**src/rtl/inst_queue_if.sv**
```systemverilog
// Fetch/issue handshake bundle for the instruction queue.
// The queue takes the slave side; the fetch unit and issuer together
// form the master side.
interface inst_queue_if #(
    parameter int DEPTH = 8
);
    localparam int PTR_W = $clog2(DEPTH);

    // Control
    logic             flush;

    // Fetch (write) side
    logic             fetch_wen;
    logic [31:0]      fetch_inst;
    logic [31:0]      fetch_pc;
    logic [31:0]      fetch_pc_next;
    logic             iq_isfull;

    // Issue (read) side
    logic             issue_req;
    logic [31:0]      iq_inst;
    logic [31:0]      iq_pc;
    logic [31:0]      iq_pc_next;
    logic             iq_rvalid;
    logic [PTR_W:0]   iq_count;

    modport master (
        output flush,
        output fetch_wen, fetch_inst, fetch_pc, fetch_pc_next,
        input  iq_isfull,
        output issue_req,
        input  iq_inst, iq_pc, iq_pc_next, iq_rvalid, iq_count
    );

    modport slave (
        input  flush,
        input  fetch_wen, fetch_inst, fetch_pc, fetch_pc_next,
        output iq_isfull,
        input  issue_req,
        output iq_inst, iq_pc, iq_pc_next, iq_rvalid, iq_count
    );
endinterface

```
**src/rtl/inst_queue.sv**
```systemverilog
// Circular-buffer instruction queue between fetch and issue.
// Show-ahead head: the oldest entry is driven combinationally from storage
// at rd_ptr. Full/empty come from the occupancy counter, so the pointers can
// wrap freely and equal pointers are never ambiguous.
module inst_queue #(
    parameter int DEPTH = 8,
    localparam int PTR_W = $clog2(DEPTH)
) (
    input  logic        clk,
    input  logic        rst,
    inst_queue_if.slave iq
);
    localparam int CNT_W = PTR_W + 1;
    localparam logic [CNT_W-1:0] FULL_CNT = CNT_W'(DEPTH);

    typedef struct packed {
        logic [31:0] inst;
        logic [31:0] pc;
        logic [31:0] pc_next;
    } entry_t;

    entry_t           mem [DEPTH];
    logic [PTR_W-1:0] rd_ptr;
    logic [PTR_W-1:0] wr_ptr;
    logic [CNT_W-1:0] count;

    logic is_full;
    logic is_empty;
    logic push;
    logic pop;

    // Handshake qualification uses the pre-edge occupancy, so a push into a
    // full queue is dropped even if a pop frees a slot in the same cycle, and
    // a pop from an empty queue never sees a same-cycle push (no bypass).
    always_comb begin
        is_full  = (count == FULL_CNT);
        is_empty = (count == '0);
        push     = iq.fetch_wen & ~is_full;
        pop      = iq.issue_req & ~is_empty;
    end

    // Pointer and occupancy state; reset and flush both collapse to empty.
    always_ff @(posedge clk) begin
        if (rst) begin
            rd_ptr <= '0;
            wr_ptr <= '0;
            count  <= '0;
        end else if (iq.flush) begin
            rd_ptr <= '0;
            wr_ptr <= '0;
            count  <= '0;
        end else begin
            if (push) wr_ptr <= wr_ptr + 1'b1;
            if (pop)  rd_ptr <= rd_ptr + 1'b1;
            case ({push, pop})
                2'b10:   count <= count + 1'b1;
                2'b01:   count <= count - 1'b1;
                default: count <= count;
            endcase
        end
    end

    // Entry storage has no reset; a flushed or reset cycle must not write so
    // the dropped instruction never lands in a slot.
    always_ff @(posedge clk) begin
        if (!rst && !iq.flush && push) begin
            mem[wr_ptr] <= '{inst:    iq.fetch_inst,
                             pc:      iq.fetch_pc,
                             pc_next: iq.fetch_pc_next};
        end
    end

    // Head is read straight out of storage; consumers qualify with iq_rvalid.
    assign iq.iq_inst    = mem[rd_ptr].inst;
    assign iq.iq_pc      = mem[rd_ptr].pc;
    assign iq.iq_pc_next = mem[rd_ptr].pc_next;
    assign iq.iq_rvalid  = ~is_empty;
    assign iq.iq_isfull  = is_full;
    assign iq.iq_count   = count;

endmodule

```
**src/flat_wrapper.sv**
```systemverilog
// flat-port wrapper written by rule: the top's interface ports become plain ports
module inst_queue_flat 
#(
    parameter int DEPTH = 8,
    localparam int PTR_W = $clog2(DEPTH)
)
  (clk, rst, iq_flush, iq_fetch_wen, iq_fetch_inst, iq_fetch_pc, iq_fetch_pc_next, iq_iq_isfull, iq_issue_req, iq_iq_inst, iq_iq_pc, iq_iq_pc_next, iq_iq_rvalid, iq_iq_count);
  inst_queue_if #(.DEPTH(DEPTH)) iq_i ();
  input  logic clk;
  input  logic rst;
  input wire logic [$bits(iq_i.flush)-1:0] iq_flush;
  input wire logic [$bits(iq_i.fetch_wen)-1:0] iq_fetch_wen;
  input wire logic [$bits(iq_i.fetch_inst)-1:0] iq_fetch_inst;
  input wire logic [$bits(iq_i.fetch_pc)-1:0] iq_fetch_pc;
  input wire logic [$bits(iq_i.fetch_pc_next)-1:0] iq_fetch_pc_next;
  output wire logic [$bits(iq_i.iq_isfull)-1:0] iq_iq_isfull;
  input wire logic [$bits(iq_i.issue_req)-1:0] iq_issue_req;
  output wire logic [$bits(iq_i.iq_inst)-1:0] iq_iq_inst;
  output wire logic [$bits(iq_i.iq_pc)-1:0] iq_iq_pc;
  output wire logic [$bits(iq_i.iq_pc_next)-1:0] iq_iq_pc_next;
  output wire logic [$bits(iq_i.iq_rvalid)-1:0] iq_iq_rvalid;
  output wire logic [$bits(iq_i.iq_count)-1:0] iq_iq_count;
  assign iq_i.flush = iq_flush;
  assign iq_i.fetch_wen = iq_fetch_wen;
  assign iq_i.fetch_inst = iq_fetch_inst;
  assign iq_i.fetch_pc = iq_fetch_pc;
  assign iq_i.fetch_pc_next = iq_fetch_pc_next;
  assign iq_iq_isfull = iq_i.iq_isfull;
  assign iq_i.issue_req = iq_issue_req;
  assign iq_iq_inst = iq_i.iq_inst;
  assign iq_iq_pc = iq_i.iq_pc;
  assign iq_iq_pc_next = iq_i.iq_pc_next;
  assign iq_iq_rvalid = iq_i.iq_rvalid;
  assign iq_iq_count = iq_i.iq_count;
  inst_queue #(.DEPTH(DEPTH)) u_core (.clk(clk), .rst(rst), .iq(iq_i));
endmodule
```
**config.mk**
```make
export PLATFORM = sky130hd
export DESIGN_NAME = inst_queue_flat
export DESIGN_NICKNAME = d
export VERILOG_FILES = /design/src/rtl/inst_queue_if.sv /design/src/rtl/inst_queue.sv /design/src/flat_wrapper.sv
export SDC_FILE = /design/constraint.sdc
export NUM_CORES = 1
export LEC_CHECK = 0
export CAP_MARGIN = 30
export CORE_ASPECT_RATIO = 0.8
export CORE_MARGIN = 8
export CORE_UTILIZATION = 40
export CTS_CLUSTER_SIZE = 8
export DETAILED_ROUTE_END_ITERATION = 8
export HOLD_SLACK_MARGIN = 0.03
export SYNTH_ARGS = -nofsm -noshare
export SYNTH_HDL_FRONTEND = slang
export SYNTH_SLANG_ARGS = --single-unit
```
**constraint.sdc**
```tcl
create_clock -name clk -period 9.67 [get_ports clk]
set_input_delay 0.967 -clock clk [delete_from_list [all_inputs] [get_ports clk]]
set_output_delay 0.967 -clock clk [all_outputs]
set_load 0.03 [all_outputs]
```
==> impl_results.md <==
- FF-to-FF setup slack: 6.78 ns
- Design Area, Final: 35600 µm²
- CP Data Arrival Time: ~4.4 ns
- Detailed Route WL: 60700 µm
- Hold path depth: 2
- Crit-path max FO: 36
- Drc violations: 0
- RSZ-0062 raised after global routing: false
- Final nets: between 1500 and 2000
- H-tree depth: 3
- Layout Utilization: between 40% and 50%
- Std-Cell Core Area: 73400 µm²
- Number of global-route vias before repair: 14252
- Placed cell areas: around 33000 µm²
- Synthesized cell area: 29500 µm²
- Worst-path clk slew: 0.05 ns
- P per Cell Area: 204 nW/µm²
- Final period util: 55.7%
- Worst path slowest cell: dfxtp_4
- Worst vdd ir: 0.158 mV
- Site Rows: 89
- Reg2reg path depth: 4
- Static Leakage: 10.9 nW
- CTS Hold Bufs: 0
- Hold Crit Class: reg -> reg
- Mapped Avg Cell Area: 24.8 µm²
- IO buf count: 202
- Worst reg2reg endpoint: u_core.mem[7][69]
- Final setup TNS: 0 ns
- Register area share after synthesis: between 70 and 80%
- Min cycle time layout: 5.39 ns
- 1st-iter DRT viols: a little over 1000
- TritonCTS clock tree: done
- Initial antenna violation count: 11
- Via density: 5.28
- Achievable frequency: between 0.15 and 0.2 GHz
- Critical Path Max Stage Delay: between 0.8 and 0.9 ns
- Final Setup Violations: 0
- R2R Path Start: u_core.iq.iq_count[0]
- CP startpoint kind: flop
- Syn Nets: approximately 1300
- Post CTS Setup Buffer Count: 0
- Top_reg_cell synth: edfxtp_1
- Initial core utilization: between 40% and 50%
- Synth-to-layout area growth: 20.7%
- Critical Setup Path Class: reg -> out
- Cell count after synthesis: 1189
- Worst EP required: roughly 8.7 ns
- First-pass GRT wire length: about 92000 µm
- Worst skew pair latency: 0.65 ns
- Post-cts resize count: 0
- Tightest Pin Transition: between 0.9 and 1 ns
- Netlist cell types: 27
- Root buffer cell: clkbuf_16
- Vias: between 10000 and 15000
- Post-synth EDFFs: 768
- Crit end category: primary output
- RePlAce Congestion: 0.675
- Final Hold Vio Count: 0
- Status: complete, no violations
- Share of layout cells above drive strength 1: 29.7%
- Synth Register Bits: 781
- Relative slew slack: 35.3%
- GR Overflow Total: 0
- CTS Buf Count: between 100 and 150
- GRT Resource Usage Total: about 15%
- Synth warn: 0
- I/O Pins: 203
- Fin. max-slew vios: 0
- Asr flop ratio synth: 0%
- Sink Count: 781
- Setup Skew: 0.0201 ns
- CP Cell Sequence: buf_4 -> buf_4 -> mux4_2 -> mux2_2 -> clkdlybuf4s50_1
- Max Cap Viol: 0
- Longest Clk Path Bufs: 3
- Final Power: 7.26 mW
- Register Area: 23300 µm²
- Die X: 320 µm
- CP dominant cell by count: buf_4
- DRT Pass-1 Iters: 5
- Largest net degree at the start of global routing: 95
- Die area: 82700 µm²
- Hold Crit Start: u_core.rd_ptr[1]
- Antenna Nets Post-Route: 0
- Multi-input gate area: 5820 µm²
- HPWL after DPL: 31400 µm
- Die Ht: 259 µm
- Filler instances: between 5000 and 6000
- Routed WL per cell: 24.8 µm
==> layer usage <==
layer / global-route usage [%] / share of wire (%) / routed length, µm
met4: 4.27 / 2.1 / 1250
met1: 19.5 / 44 / 26500
met5: 0 / 0.13 / 77
met3: 4.68 / 6.2 / 3750
met2: 23.5 / 48 / 29100
==> through the flow <==
stage / worst slack, ns / hold WS (ns) / std cells
floorplan: 0.865 / 0.454 / 1189
global placement: 4.83 / 0.453 / 2312
detailed placement: 4.77 / 0.473 / 2314
CTS: 4.05 / 0.480 / 2440
global route: 3.87 / 0.521 / 2445
finish: 4.28 / 0.479 / 2447
==> registers in the layout, indices dropped and copies added, names as in the netlist, named ones only <==
name and flops:
u_core.wr_ptr 3, u_core.mem 768, u_core.rd_ptr 3, u_core.iq.iq_count 4
==> cells in the mapped netlist, types with 2 or more instances <==
cell / instances / share of area, %
edfxtp_1: 768 / 78
a21oi_1: 5 / 0.085
nor2_1: 18 / 0.23
xor2_1: 6 / 0.18
clkbuf_1: 20 / 0.25
inv_1: 5 / 0.064
buf_2: 7 / 0.12
mux2_2: 96 / 3.7
buf_6: 20 / 0.76
ha_1: 5 / 0.21
nor3_1: 2 / 0.034
buf_1: 9 / 0.11
mux4_2: 192 / 15
nand2b_1: 2 / 0.042
nand3_1: 5 / 0.085
nand2_1: 6 / 0.076
dfxtp_1: 13 / 0.88
==> worst max-delay path, delay by kind of cell, from the launching register on <==
kind                   cells  cell delay, ns
buffers and inverters      3            1.98
DFF                        1            0.83
muxes                      2            0.86
==> where the power goes <==
group / total [mW] / switching [mW] / internal, mW
Sequential: 3.75 / 0.00753 / 3.74
Combinational: 0.247 / 0.131 / 0.116
Clock: 3.26 / 1.30 / 1.96
Total: 7.26 / 1.44 / 5.82
==> worst max-delay path by stage <==
stage          start               end  depth (start not counted)
6_report        flop       iq_iq_pc[9]                          5
5_1_grt         flop       iq_iq_pc[9]                          5
4_1_cts         flop    iq_iq_inst[26]                          5
3_5_place_dp    flop    iq_iq_inst[26]                          5
3_3_place_gp    flop       iq_iq_pc[9]                          5
2_1_floorplan    rst  u_core.mem[0][0]                          3
==> cell usage in the layout (no fill, tap or decap), drive strengths merged <==
cell type	synthesis	routed
a211oi	1	1
a21oi	5	5
and4b	1	1
buf	36	26
clkbuf	20	118
clkdlybuf4s50	0	202
clkinv	0	8
dfxtp	13	13
diode	0	5
edfxtp	768	768
fa	1	1
ha	5	5
inv	5	5
mux2	96	96
mux4	192	192
nand2	6	6
nand2b	2	2
nand3	5	5
nand4	1	1
nor2	18	18
nor3	2	2
o21ai	1	1
o31ai	1	1
or2	1	1
or3	1	1
or4	1	1
or4b	1	1
xor2	6	6
==> cell families after synthesis <==
| logic type | after synthesis | share of synthesized area, % |
|---|---|---|
| DFF | 781 | 79.1 |
| muxes | 288 | 18.3 |
| buffers and inverters | 61 | 1.32 |
| and+or+nand+nor | 39 | 0.624 |
| AOI/OAI and AO/OA | 8 | 0.153 |
| xor gates and xnor gates | 6 | 0.178 |
| adders and majority gates | 6 | 0.280 |
==> layout make-up <==
cell class	count	area share (%)
clock buffers	118	7.64
diodes	5	0.0352
repair buffers	228	6.49
multi-input cells	347	16.4
inverters	5	0.0527
clock inverters	8	0.485
well taps	955	3.36
flip-flops and latches	781	65.6
Power figures use the tool's default switching activity.
